[src/rtl/sync_filt_multi.sv]
// Multi-channel input synchroniser with a per-channel debounce filter and rise/fall/change pulses.
// Optional sticky event flags are built only when SYNC_FILT_STICKY_EN is defined.
module sync_filt_multi #(
  parameter int              WIDTH    = 4,
  parameter int              STAGES   = 2,
  parameter int              FILT_CNT = 0,
  parameter logic [WIDTH-1:0] RST_VAL = {WIDTH{1'b0}}
) (
  input  logic             ck,
  input  logic             rst,
  input  logic [WIDTH-1:0] d,
  output logic [WIDTH-1:0] q,
  output logic [WIDTH-1:0] rise,
  output logic [WIDTH-1:0] fall,
  output logic             chg,
  input  logic [WIDTH-1:0] clr,
  output logic [WIDTH-1:0] sticky
);

  localparam int SYNC_N = (STAGES < 2) ? 2 : STAGES;
  localparam int CNT_W  = (FILT_CNT < 1) ? 1 : $clog2(FILT_CNT + 1);
  localparam logic [CNT_W-1:0] CNT_MAX = CNT_W'(FILT_CNT);

  if (STAGES < 2) begin : g_stages_err
    $error("sync_filt_multi: STAGES=%0d is below the minimum of 2", STAGES);
  end

  // Stage 0 is the metastability catcher and must survive optimisation untouched.
  (* keep = "true", dont_touch = "true" *) logic [WIDTH-1:0] sync0_q;
  logic [WIDTH-1:0] sync0_d;
  logic [WIDTH-1:0] sync_q [1:SYNC_N-1];
  logic [WIDTH-1:0] sync_d [1:SYNC_N-1];
  logic [WIDTH-1:0] s;

  logic [CNT_W-1:0] cnt_q [WIDTH];
  logic [CNT_W-1:0] cnt_d [WIDTH];
  logic [WIDTH-1:0] q_q, q_d;
  logic [WIDTH-1:0] rise_q, rise_d;
  logic [WIDTH-1:0] fall_q, fall_d;
  logic             chg_q, chg_d;

  always_comb begin
    sync0_d   = d;
    sync_d[1] = sync0_q;
    for (int k = 2; k < SYNC_N; k++) begin
      sync_d[k] = sync_q[k-1];
    end
  end

  assign s = sync_q[SYNC_N-1];

  // Filter: q follows s only after s has disagreed for FILT_CNT+1 consecutive edges.
  always_comb begin
    q_d    = q_q;
    rise_d = '0;
    fall_d = '0;
    for (int i = 0; i < WIDTH; i++) begin
      cnt_d[i] = cnt_q[i];
      if (s[i] == q_q[i]) begin
        cnt_d[i] = '0;
      end else if (cnt_q[i] == CNT_MAX) begin
        q_d[i]    = s[i];
        cnt_d[i]  = '0;
        rise_d[i] = s[i];
        fall_d[i] = ~s[i];
      end else begin
        cnt_d[i] = cnt_q[i] + CNT_W'(1);
      end
    end
    chg_d = |(rise_d | fall_d);
  end

  always_ff @(posedge ck) begin
    if (rst) begin
      sync0_q <= RST_VAL;
      for (int k = 1; k < SYNC_N; k++) begin
        sync_q[k] <= RST_VAL;
      end
      for (int i = 0; i < WIDTH; i++) begin
        cnt_q[i] <= '0;
      end
      q_q    <= RST_VAL;
      rise_q <= '0;
      fall_q <= '0;
      chg_q  <= 1'b0;
    end else begin
      sync0_q <= sync0_d;
      for (int k = 1; k < SYNC_N; k++) begin
        sync_q[k] <= sync_d[k];
      end
      for (int i = 0; i < WIDTH; i++) begin
        cnt_q[i] <= cnt_d[i];
      end
      q_q    <= q_d;
      rise_q <= rise_d;
      fall_q <= fall_d;
      chg_q  <= chg_d;
    end
  end

  assign q    = q_q;
  assign rise = rise_q;
  assign fall = fall_q;
  assign chg  = chg_q;

`ifdef SYNC_FILT_STICKY_EN
  logic [WIDTH-1:0] sticky_q, sticky_d;

  // Set beats clear so an event landing on a clear write is never dropped.
  always_comb begin
    sticky_d = (sticky_q & ~clr) | rise_q | fall_q;
  end

  always_ff @(posedge ck) begin
    if (rst) begin
      sticky_q <= '0;
    end else begin
      sticky_q <= sticky_d;
    end
  end

  assign sticky = sticky_q;
`else
  logic unused_clr;
  assign unused_clr = ^clr;
  assign sticky     = '0;
`endif

endmodule

[config.mk]
export PLATFORM = sky130hd
export DESIGN_NAME = sync_filt_multi
export DESIGN_NICKNAME = d
export VERILOG_FILES = /design/src/rtl/sync_filt_multi.sv
export SDC_FILE = /design/constraint.sdc
export NUM_CORES = 1
export LEC_CHECK = 0
export BUFFER_PORTS_ARGS = -buffer_cell sky130_fd_sc_hd__buf_2
export CORE_ASPECT_RATIO = 1.75
export CORE_MARGIN = 4
export CORE_UTILIZATION = 28
export DETAILED_ROUTE_END_ITERATION = 7
export GPL_TIMING_DRIVEN = 0
export PLACE_DENSITY = 0.49
export SLEW_MARGIN = 40
export SYNTH_ARGS = -nofsm -noshare
export SYNTH_HDL_FRONTEND = slang
export SYNTH_SLANG_ARGS = --single-unit
[constraint.sdc]
create_clock -name ck -period 1.6 [get_ports ck]
set_clock_uncertainty 0.2 [all_clocks]
set_input_delay 0.08 -clock ck [delete_from_list [all_inputs] [get_ports ck]]
set_output_delay 0.08 -clock ck [all_outputs]
set_load 0.01 [all_outputs]
==> results.txt, run 1 <==
- Outcome: complete, no violations
* Most common library cell in the layout ignoring fill and taps: sky130_fd_sc_hd__dfxtp_1
- Post-synthesis sequential element count: 21
- In this run the vertical extent of the chip is 77.7 um.
- Vias per std cell: 3.95
- At the worst endpoint, the required time is 1550 ps.
- Counting both buffers and inverters, the worst setup path holds a total of 1.
- Setup violations remaining at the end of the flow were counted as 0.
- Worst path setup slack after routing: about 290 ps
- Post-CTS repair changed the size of 0 cells.
- Pin count of the biggest net entering global routing: 12
- The critical path is of the reg2reg type.
- Routed length per instance: just over 9 um
- Post-placement worst setup slack: 297 ps
* Commonest cells after routing, fill and taps aside: 21 x sky130_fd_sc_hd__dfxtp_1, 18 x sky130_fd_sc_hd__buf_2, 16 x sky130_fd_sc_hd__nor2b_1
* HP Class: reg2reg
* Antenna Violating Nets Remaining: 0
- Arrival time of the worst setup path: 1270 ps
- Per report_power, the clock group accounts for 35.2% of the total.
- The tree built by TritonCTS fans out to 21 sinks.
* Initial antenna violation count: 0
- Vias in the first global route: 445
* Final HPWL from detailed placement: 892 um
* Routed wire length: 1.15 mm
* RSZ-0062 raised after global routing: no
- The congestion estimate from routability-driven global placement came to 0.641.
- Final Hold Violating Endpoints: 0
- STA classifies the critical path endpoint as a flop.
- CP delay by family, top: flip-flops
- Register share of total power: 56.7%
* Max Root-Sink Buffers: 2
- Internal cell power: 761 uW
* Area of the mapped netlist: 778 um2
- Number of unique standard cell types used by synthesis: 10
* Crit-path slowest cell: sky130_fd_sc_hd__dfxtp_1
- At the end of the flow, the number of nets in the layout was 118.
- Based on the critical path, the design can be clocked at up to 762 MHz.
- The core region is 2690 um2.
- Synthesis produced 69 cells.
- Clock buffers created by TritonCTS: 3
- Portion of the post-synthesis area used by sequential elements: 54.0%
- H-tree depth: 1
- Clock network latency to the later pin of the worst-skew pair: between 200 and 300 ps
- The die covers 3720 um2.
- Area of combinational cells with multiple inputs: 287 um2
- Each instance of the synthesized netlist takes up on average 11.3 um2.
- Footprint of the flip-flops and latches: 420 um2
- For this design the ratio of total power to cell area is 954 nW/um2.
- The number of pins with negative max-slew slack in the final report was 0.
* Iteration-0 DRC count of the detailed router: 8
- PortBufs: 18
- Starting utilization of the core area: 28.9%
- In this run the count of I/O pins placed on the die edge is 27.
* Layout overhead on the synthesized area: 29.6%
- Number of setup buffers added after CTS: 0
- For this run, design rule violations remaining after detail routing come to 0.
- The analysis attributes to net switching a power of 201 uW.
- In this run the core area contains 25 standard-cell rows.
- Worst slack on hold paths: 237 ps
- The floorplan step set the die width to 47.9 um.
* Cells traversed along the worst timing path: inv_1 > ha_1 > mux2i_1 > nor2_1
- Count of vias placed by the detailed router: 498
* Fin crit share: 82.0%
- Synth warnings: 0
- Kind of launch point of the worst setup path: flop
- 0 antenna diodes ended up in the layout.
- Global routing used 7.11% of the available tracks.
* Buffer cell driving the clock tree root: sky130_fd_sc_hd__clkbuf_8
- Worst path max stage delay: 370 ps
- Fraction of power spent switching nets: 20.9%
- The worst-case IR drop observed on VDD is 0.368 mV.
- The layout has 271 filler cells.
* Minimum period implied by the final worst setup slack: 1310 ps
- Total gr overflow: 0
- Combinational cells account for 8.1% of the total power.
* Cell leakage power: 0.000495 uW
- In this run the worst path has a maximum fanout of 4.
* CTS tree: built
* Share of post-route cells with drive strength above 1: 28.3%
- Wire length of the first global-routing pass: between 1.5 and 2 mm
- Clock transition at path regs: 70 ps
- Length of the first detailed-routing pass in iterations: 2
- Across the run, the number of max-cap violations was 0.
- Total Negative Setup Slacks: 0 ps
[flip-flops by register name (all words and copies together) (netlist names)]
name	cells
sync_q	4
sync0_q	4
fall	4
chg	1
rise	4
q	4
[layout make-up]
class	instances	area share (%)
clock buffers	4	4.47
plain buffers	6	5.21
inverters	8	2.98
well taps	27	3.35
repair buffers	23	13.9
flip-flops and latches	21	41.7
multi-input cells	37	28.4
[timing repair]
action	in CTS	in global routing
endpoints found under the setup margin	0	1
endpoints found under the hold margin	21	0
hold buffers	6	0
[cell families after synthesis]
family / after synthesis / share of synthesized area [%]
compound gates: 1 / 2.09
fa+ha+maj: 8 / 12.9
buf+inv: 14 / 10.6
flops: 21 / 54.0
mux: 4 / 5.14
other cells: 1 / 0.482
simple gates: 20 / 14.8
[power by group through the flow]
stage	clock (uW)	sequential, uW	combinational, uW
after floorplan	0	561	45.8
after global placement	0	557	69.0
after detailed placement	0	558	70.8
after CTS	353	545	82.0
after global routing	374	547	88.7
final	338	545	78.3
[final timing paths]
| kind | start | endpoint | slack, ps | depth (start not counted) |
|---|---|---|---|---|
| max | q[2] | q[2] | 290 | 4 |
| min | sync0_q[2] | sync_q[1][2] | 240 | 1 |
| max reg2reg | q[2] | q[2] | 290 | 4 |
| min reg2reg | sync0_q[2] | sync_q[1][2] | 240 | 1 |
[cell usage after synthesis]
library cell	n	area [um2]
sky130_fd_sc_hd__dfxtp_1	21	420
sky130_fd_sc_hd__nor2b_1	16	100
sky130_fd_sc_hd__ha_1	8	100
sky130_fd_sc_hd__inv_1	8	30.0
sky130_fd_sc_hd__buf_4	4	30.0
sky130_fd_sc_hd__mux2i_1	4	40.0
sky130_fd_sc_hd__nor2_1	4	15.0
sky130_fd_sc_hd__buf_6	2	22.5
sky130_fd_sc_hd__a41oi_2	1	16.3
sky130_fd_sc_hd__conb_1	1	3.75
[per-stage QoR]
| step | utilization (%) | area [um2] | instances | power [uW] |
|---|---|---|---|---|
| detailed placement | 34.0 | 913 | 117 | 629 |
| floorplan | - | 790 | 72 | 607 |
| finish | 37.5 | 1010 | 126 | 962 |
| CTS | 37.9 | 1020 | 127 | 980 |
| global route | 37.5 | 1010 | 126 | 1010 |
| global placement | 34.0 | 913 | 117 | 626 |
[layer usage]
layer  part of all wire, %  GRT usage, %  up-vias
met4                   3.6          6.74        0
met1                    33          6.46      220
met3                   8.9          1.62        4
met5                     0             0        -
met2                    54          11.5       16
li1                      -             -      258
(Power assumes the default switching activity.)
==> run 2: changes to the inputs <==
--- a/config.mk
+++ b/config.mk
@@ -5,13 +5,14 @@
 export SDC_FILE = /design/constraint.sdc
 export NUM_CORES = 1
 export LEC_CHECK = 0
+export ABC_AREA = 1
 export BUFFER_PORTS_ARGS = -buffer_cell sky130_fd_sc_hd__buf_2
 export CORE_ASPECT_RATIO = 1.75
 export CORE_MARGIN = 4
 export CORE_UTILIZATION = 28
 export DETAILED_ROUTE_END_ITERATION = 7
 export GPL_TIMING_DRIVEN = 0
-export PLACE_DENSITY = 0.49
+export PLACE_DENSITY = 0.5
 export SLEW_MARGIN = 40
 export SYNTH_ARGS = -nofsm -noshare
 export SYNTH_HDL_FRONTEND = slang
==> constraint.sdc (replaced) <==
create_clock -name ck -period 1.06 [get_ports ck]
set_clock_uncertainty 0.2 [all_clocks]
set_input_delay 0.053 -clock ck [delete_from_list [all_inputs] [get_ports ck]]
set_output_delay 0.053 -clock ck [all_outputs]
set_load 0.01 [all_outputs]
==> run 2 against run 1 <==
The flow now finishes with violations (hold timing, setup timing). Critical path depth rose by 1. Die area rose by 3.5%. Area after synthesis is 4.0% higher. Core utilization increased by 6.3 points. Critical endpoint is now chg. Largest cell class unchanged.
==> results.txt, run 2 <==
- The clock latency on the worst-skew pair was 250 ps (was 260 ps).
- The cell type contributing the most total cell area after synthesis was sky130_fd_sc_hd__dfxtp_1 (unchanged).
* Endpoint class of the critical path: flop (unchanged)
- The post-place setup slack is -84.4 ps (was 297 ps).
- Leading register cell type out of synthesis: sky130_fd_sc_hd__dfxtp_1 (unchanged)
* Violations in the final reports: hold timing, setup timing
- Count leader, synth: sky130_fd_sc_hd__nor2_1 (was sky130_fd_sc_hd__dfxtp_1)
* Outcome: finished with violations (was complete, no violations)
- The critical path launch point was q[1] (was q[2]).
- Kind of launch point of the worst setup path: flop (unchanged)
* Count of vias placed by the detailed router: 613 (was 498)
* Post-synthesis sequential element count: 21 (unchanged)
* Crit-path slowest cell: sky130_fd_sc_hd__dfxtp_2 (was sky130_fd_sc_hd__dfxtp_1)
- The clock slew at the register clock pins of the worst setup and hold paths was 70 ps (about the same).
- The top cell type's share of synthesized area was 51.9% (was 54.0%).
- Reg2reg setup slack: -80 ps (was 290 ps)
* Pin count of the biggest net entering global routing: 12 (unchanged)
* Most common library cell in the layout ignoring fill and taps: sky130_fd_sc_hd__nor2_1 (was sky130_fd_sc_hd__dfxtp_1)
* Average instance area after synthesis: 8.35 um2 (was 11.3 um2)
- The sequential-to-total area share from yosys stat is 51.9% (was 54.0%).
- The overall routed net length was 1.35 mm (was 1.15 mm).
- The share of final-layout standard cells stronger than drive strength 1 is 42.5% (was 28.3%).
* Number of enable-type register cells in the synthesized netlist: 0 (unchanged)
* Final-layout fill cell count: 283 (was 271)
- The instance count after placement with tap cells included is 144 (was 117).
- Synth Instances: 97 (was 69)
* Net count reported at finish: 153 (was 118)
- Iteration-0 DRC count of the detailed router: 6 (was 8)
- The startpoint of the worst register-to-register path is q[1] (was q[2]).
- The critical path data required time is 1010 ps (was 1550 ps).
- Area of combinational cells with multiple inputs: 315 um2 (was 287 um2)
- The number of distinct library cells after synthesis is 10 (unchanged).
* Worst path setup slack after routing: -83.0 ps (was 288 ps)
- CTS tree: built (unchanged)
- The die span in x was 48.6 um (was 47.9 um).
* Clock buffers created by TritonCTS: 3 (unchanged)
- The final critical path time including I/O delays and setup is 1140 ps (was 1310 ps).
* H-tree depth: 1 (unchanged)
* Largest voltage drop on the vdd net: 0.508 mV (was 0.368 mV)
* Final HPWL from detailed placement: 964 um (was 892 um)
* CP Class: reg2reg (unchanged)
- Total core area: 2750 um2 (was 2690 um2)
* Length of the first detailed-routing pass in iterations: 3 (was 2)
- Main area contributors after synthesis: sky130_fd_sc_hd__dfxtp_1 52%, sky130_fd_sc_hd__ha_1 12%, sky130_fd_sc_hd__nor2_1 12% (was sky130_fd_sc_hd__dfxtp_1 54%, sky130_fd_sc_hd__ha_1 13%, sky130_fd_sc_hd__nor2b_1 13%).
* Die area: 3850 um2 (was 3720 um2)
* HP Class: in2reg (was reg2reg)
- The number of hold-repair buffers added at the cts stage came to 5 (was 6).
- The delay of the slowest critical-path stage came to 350 ps (was 370 ps).
- The final hold violation count is 17 (was 0).
- The hold slack came to -202 ps (was 237 ps).
- The maximum operating frequency was 875 MHz (was 762 MHz).
- The final worst-path cycle share is 108% (was 82.0%).
- Routed length per instance: 8.37 um (was 9.14 um)
- The peak fanout along the critical path was 3 (was 4).
* Commonest cells after routing, fill and taps aside: 25 x sky130_fd_sc_hd__nor2_1, 20 x sky130_fd_sc_hd__inv_1, 13 x sky130_fd_sc_hd__dfxtp_1, 13 x sky130_fd_sc_hd__buf_2, 9 x sky130_fd_sc_hd__buf_4 (was 21 x sky130_fd_sc_hd__dfxtp_1, 18 x sky130_fd_sc_hd__buf_2, 16 x sky130_fd_sc_hd__nor2b_1)
* Buffer cell driving the clock tree root: sky130_fd_sc_hd__clkbuf_8 (unchanged)
- RSZ-0062 raised after global routing: yes (was no).
* Max-cap violations: 0 (unchanged)
- Wire length of the first global-routing pass: 2.43 mm (was 1.81 mm)
- Worst setup path endpoint: chg (was q[2])
* Footprint of the flip-flops and latches: 430 um2 (was 420 um2)
- The initial core utilization was 29.4% (was 28.9%).
* Antenna Violating Nets Remaining: 0 (unchanged)
- Arrival time of the worst setup path: 1100 ps (was 1270 ps)
- The overall overflow remaining after global route was 0 (unchanged).
* Drt drc: 0 (unchanged)
- The number of clock sinks seen by CTS came to 21 (unchanged).
- The leakage power figure is 0.000612 uW (was 0.000495 uW).
- The chip height is 79.1 um (was 77.7 um).
- Number of standard-cell rows in the floorplan: 25 (unchanged)
* Initial antenna violation count: 0 (unchanged)
* Synth warnings: 0 (unchanged)
- The synthesized cell area is 810 um2 (was 778 um2).
- Weighted congestion at the end of routability-driven global placement: 0.694 (was 0.641)
- Vias per std cell: 3.81 (was 3.95)
- Max Root-Sink Buffers: 2 (unchanged)
* Fin. max-slew vios: 0 (unchanged)
* Power density of the placed cells: 1590 nW/um2 (was 954 nW/um2)
- The number of ports placed on the die boundary is 27 (unchanged).
- Number of cells in the finished layout apart from fillers: 161 (was 126)
* Commonest cells in the netlist: 26 x sky130_fd_sc_hd__nor2_1, 24 x sky130_fd_sc_hd__inv_1, 21 x sky130_fd_sc_hd__dfxtp_1 (was 21 x sky130_fd_sc_hd__dfxtp_1, 16 x sky130_fd_sc_hd__nor2b_1, 8 x sky130_fd_sc_hd__ha_1, 8 x sky130_fd_sc_hd__inv_1)
- Worst-case reg-to-reg path depth: 5 (was 4)
- Final setup violation count: 6 (was 0)
- Antenna fix cells: 0 (unchanged)
* Global-route usage over all layers: 8.29% (was 7.11%)
- Cells traversed along the worst timing path: inv_2 > ha_4 > nand2_2 > nor2_2 > nor2_1 (was inv_1 > ha_1 > mux2i_1 > nor2_1)
- The via count of the first global-routing pass came to 602 (was 445).
- The destination of the worst register-to-register timing path is chg (was q[2]).
- The area growth from synthesis to final layout is 49.0% (was 29.6%).
- FFs w/ async S/R, synth: 0% (unchanged)
* PortBufs: 17 (was 18)
## run 2: cell count changes after synthesis
cell and change:
sky130_fd_sc_hd__nor2_1 +22, sky130_fd_sc_hd__inv_1 +16, sky130_fd_sc_hd__nor2b_1 -16, sky130_fd_sc_hd__nand2_1 +10
sky130_fd_sc_hd__mux2i_1 -4, sky130_fd_sc_hd__a41oi_2 -1, sky130_fd_sc_hd__buf_6 -1, sky130_fd_sc_hd__buf_8 +1
sky130_fd_sc_hd__inv_2 +1
## run 2: cell type report
class,count,share of cell area (%)
sequential,21,35.7
multi-input combinational,48,26.1
timing repair buffer,30,19.2
inverter,25,7.78
buffer,6,4.67
clock buffer,4,3.73
tap,27,2.80
## run 2: report_power, final
group | leakage [uW] | switching (uW) | internal [uW] | total, uW
Clock | 0.0000228 | 240 | 267 | 507
Sequential | 0.000176 | 34.9 | 863 | 898
Combinational | 0.000414 | 225 | 283 | 509
## run 2: critical path, delay by kind of cell (launching register included)
family	cells	cell delay, ps
simple gates	3	180
fa+ha+maj	1	270
flops	1	350
buf+inv	1	50
## run 2: cell families (layout without fill, tap and decap cells)
group	after synthesis	count (layout)	share of synthesized area [%]
adders and majority gates	8	8	12.4
buffers and inverters	31	65	18.5
DFF	21	21	51.9
other	1	4	0.463
and+or+nand+nor	36	36	16.7
## run 2: timing repair
item	in CTS	in global routing
pin swaps	5	7
endpoints found under the setup margin	5	11
resized for setup	10	7
setup buffers	7	1
endpoints found under the hold margin	21	17
## run 2: worst min-delay path by stage
stage,from,end,depth (start not counted)
floorplan,d[0],sync0_q[0],2
global placement,d[1],sync0_q[1],3
detailed placement,d[3],sync0_q[3],3
CTS,rst,sync_q[1][3],2
global route,rst,sync_q[1][3],2
finish,rst,sync_q[1][3],2
## run 2: stage by stage
step / setup TNS [ps] / utilization [%] / total power (uW) / cell area [um2] / hold WS, ps
after floorplan: -195 / - / 1160 / 876 / -40.0
after global placement: -122 / 36.1 / 1250 / 995 / 55.8
after detailed placement: -182 / 36.1 / 1260 / 995 / 57.9
after CTS: -233 / 42.9 / 1900 / 1180 / -203
after global routing: -654 / 43.8 / 2060 / 1210 / -203
final: -226 / 43.8 / 1910 / 1210 / -202
## run 2: metal layers
layer  up-vias  routed length, um  global-route usage (%)  share of wire, %
met2        18                746                    15.1                55
met5         -                  0                       0                 0
met1       257                467                    7.20                35
met4         0                 48                    6.47               3.6
met3         5                 86                    2.63               6.4
li1        333                  -                       -                 -
==> run 3: changes to the inputs <==
--- a/config.mk
+++ b/config.mk
@@ -10,6 +10,7 @@
 export CORE_ASPECT_RATIO = 1.75
 export CORE_MARGIN = 4
 export CORE_UTILIZATION = 28
+export CTS_BUF_LIST = sky130_fd_sc_hd__clkbuf_16
 export DETAILED_ROUTE_END_ITERATION = 7
 export GPL_TIMING_DRIVEN = 0
 export PLACE_DENSITY = 0.5
==> run 3 against run 2 <==
The flow still finishes with violations (hold timing, setup timing). Register-to-register slack better by 20 ps. Global-route usage is 0.19 points higher. Hold slack better by 6.6 ps. Die area did not move. Routed wire length is 1.4% higher. Largest cell class unchanged. Largest power group unchanged.
==> results.txt, run 3 (synthesized netlist as in run 2, its figures left out) <==
- The cell area after placement came to 995 um2 (unchanged).
- Antenna Violating Nets Remaining: 0 (unchanged)
* Vias per std cell: 3.82 (was 3.81)
- The power density normalized to cell area is 1760 nW/um2 (was 1590 nW/um2).
* Width of the die: 48.6 um (unchanged)
- The part of the total power dissipated in the clock network is 35.8% (was 26.5%).
* Count of clock tree sinks: 21 (unchanged)
- Hold_buf cts: 5 (unchanged)
* Max Root-Sink Buffers: 2 (unchanged)
* Routed length per instance: 8.49 um (was 8.37 um)
* CTS tree: built (unchanged)
- The final cell area excluding filler cells was 1230 um2 (was 1210 um2).
* Die area: 3850 um2 (unchanged)
* Most common library cell in the layout ignoring fill and taps: sky130_fd_sc_hd__nor2_1 (unchanged)
* Starting utilization of the core area: 29.4% (unchanged)
* Layout overhead on the synthesized area: 51.9% (was 49.0%)
* Buffer cell driving the clock tree root: sky130_fd_sc_hd__clkbuf_16 (was sky130_fd_sc_hd__clkbuf_8)
- The global-route wire length before repair is 2.42 mm (was 2.43 mm).
- The share of total power in sequential cells was 41.4% (was 46.9%).
* Length of the first detailed-routing pass in iterations: 3 (unchanged)
- The maximum number of pins on one net before global-route repair is 12 (unchanged).
- The critical path's top delay family is flip-flops (unchanged).
- The number of buffer cells added on primary ports came to 17 (unchanged).
- The leakage power figure came to 0.000630 uW (was 0.000612 uW).
- Minimum period implied by the final worst setup slack: 1130 ps (was 1140 ps)
- Crit-path slowest cell: sky130_fd_sc_hd__dfxtp_2 (unchanged)
- The layout filler cell count was 285 (was 283).
- Initial antenna violation count: 0 (unchanged)
* Net count reported at finish: 153 (unchanged)
* Iteration-0 DRC count of the detailed router: 3 (was 6)
* Count of vias placed by the detailed router: 615 (was 613)
- The number of ports placed on the die boundary is 27 (unchanged).
* Total Negative Setup Slacks: -180 ps (was -226 ps)
- Cells traversed along the worst timing path: inv_2 > ha_4 > nand2_2 > nor2_2 > nor2_1 (unchanged).
* Outcome: finished with violations (unchanged)
* Vias in the first global route: 599 (was 602)
- The final setup violation count was 8 (was 6).
- The number of buffers added by the clock tree synthesis step came to 3 (unchanged).
- The detailed-placement wirelength estimate came to 964 um (unchanged).
- Combinational fraction of design power: 22.8% (was 26.6%)
* Clock transition at path regs: 60 ps (was 70 ps)
* Clock network latency to the later pin of the worst-skew pair: 250 ps (about the same)
- The final hold violation count was 17 (unchanged).
- Commonest cells after routing, fill and taps aside: 25 x sky130_fd_sc_hd__nor2_1, 21 x sky130_fd_sc_hd__inv_1, 13 x sky130_fd_sc_hd__dfxtp_1, 13 x sky130_fd_sc_hd__buf_2, 11 x sky130_fd_sc_hd__buf_4 (was 25 x sky130_fd_sc_hd__nor2_1, 20 x sky130_fd_sc_hd__inv_1, 13 x sky130_fd_sc_hd__dfxtp_1, 13 x sky130_fd_sc_hd__buf_2, 9 x sky130_fd_sc_hd__buf_4).
- The category of the worst setup path launch point is a flop (unchanged).
- The internal power component came to 1640 uW (was 1410 uW).
- Antenna fix cells: 0 (unchanged)
- The standard cell core area is 2750 um2 (unchanged).
- The delay of the slowest critical-path stage is 330 ps (was 350 ps).
* Weighted congestion at the end of routability-driven global placement: 0.694 (unchanged)
- Largest voltage drop on the vdd net: 0.603 mV (was 0.508 mV)
* Violations in the final reports: hold timing, setup timing (unchanged)
- The total of max-cap violations came to 0 (unchanged).
- Endpoint class of the critical path: flop (unchanged)
* Drt drc: 0 (unchanged)
- The overall routed net length is 1.37 mm (was 1.35 mm).
- The total buffers and inverters traversed by the critical path is 1 (unchanged).
- Total gr overflow: 0 (unchanged)
- Global-route usage over all layers: 8.48% (was 8.29%)
- Worst path setup slack after routing: -67.9 ps (was -83.0 ps)
* Die outline height: 79.1 um (unchanged)
* CP Class: reg2reg (unchanged)
- The maximum operating frequency was 887 MHz (was 875 MHz).
* Fin. max-slew vios: 0 (unchanged)
* Post-placement worst setup slack: -84.4 ps (unchanged)
- The worst endpoint data arrival time came to 1080 ps (was 1100 ps).
* Fin crit share: 106% (was 108%)
- The H-tree depth reported by CTS is 1 (unchanged).
- Number of standard-cell rows in the floorplan: 25 (unchanged)
* Worst slack on hold paths: -195 ps (was -202 ps)
* Required time at the worst-slack endpoint: 1010 ps (about the same)
- Fraction of power spent switching nets: 24.3% (was 26.1%)
- The path class of the lowest-slack min-delay path was in2reg (unchanged).
- RSZ-0062 raised after global routing: yes (unchanged)
- Biggest fanout along the worst timing path: 3 (unchanged)
- The share of final-layout standard cells stronger than drive strength 1 is 41.8% (was 42.5%).
- The post-layout utilization of the core is 44.7% (was 43.8%).
- Switching power total: 527 uW (was 500 uW)
[run 3: changes by cell type in the layout (fill, tap and decap cells not counted)]
cell / change
sky130_fd_sc_hd__nand2_2: -1
sky130_fd_sc_hd__nand2_1: +1
sky130_fd_sc_hd__clkbuf_1: -1
sky130_fd_sc_hd__inv_1: +1
sky130_fd_sc_hd__buf_6: -2
sky130_fd_sc_hd__buf_4: +2
sky130_fd_sc_hd__clkbuf_8: -3
sky130_fd_sc_hd__clkbuf_16: +3
[run 3: metrics by stage]
| step | power [uW] | hold WS, ps | cells |
|---|---|---|---|
| after global routing | 2310 | -185 | 161 |
| after detailed placement | 1260 | 57.9 | 144 |
| after global placement | 1250 | 55.8 | 144 |
| final | 2170 | -195 | 161 |
| after CTS | 2160 | -194 | 160 |
| after floorplan | 1160 | -40.0 | 100 |
[run 3: final timing paths]
path | startpoint | end | slack, ps | depth (start not counted)
setup reg to reg | q[1] | chg | -70 | 5
hold / removal | rst | sync_q[1][3] | -200 | 2
setup / recovery | q[1] | chg | -70 | 5
hold reg to reg | sync0_q[3] | sync_q[1][3] | 190 | 2
[run 3: repair_timing]
item,CTS,global route
pin swaps,5,9
gates resized for setup,8,6
hold endpoints to repair,21,17
buffers inserted,7,1
setup endpoints to repair,5,11
[run 3: cell type report]
| class | instances | area, um2 | area share [%] |
|---|---|---|---|
| inverter | 25 | 93.8 | 7.63 |
| timing repair buffer | 30 | 224 | 18.2 |
| tap | 27 | 33.8 | 2.75 |
| clock buffer | 3 | 75.1 | 6.10 |
| clock inverter | 1 | 3.75 | 0.305 |
| buffer | 6 | 56.3 | 4.58 |
| sequential | 21 | 430 | 35.0 |
| multi-input combinational | 48 | 313 | 25.4 |
[run 3: worst reg2reg max path, delay by kind of cell, from the launching register on]
family	cells	cell delay, ps
DFF	1	330
adders and majority gates	1	270
and+or+nand+nor	3	180
buffers and inverters	1	50
[run 3: routing by layer]
layer | GRT usage (%) | wire [um] | up-vias
li1 | - | - | 334
met3 | 2.06 | 83 | 4
met4 | 8.89 | 63 | 0
met1 | 7.67 | 478 | 260
met2 | 14.4 | 742 | 17
met5 | 0 | 0 | -
[run 3: power by group through the flow]
stage                     Sequential [uW]  Clock [uW]  Combinational (uW)
after floorplan                       944           0                 214
final                                 897         775                 494
after global placement                917           0                 330
after global routing                  904         840                 567
after detailed placement              918           0                 340
after CTS                             893         798                 468
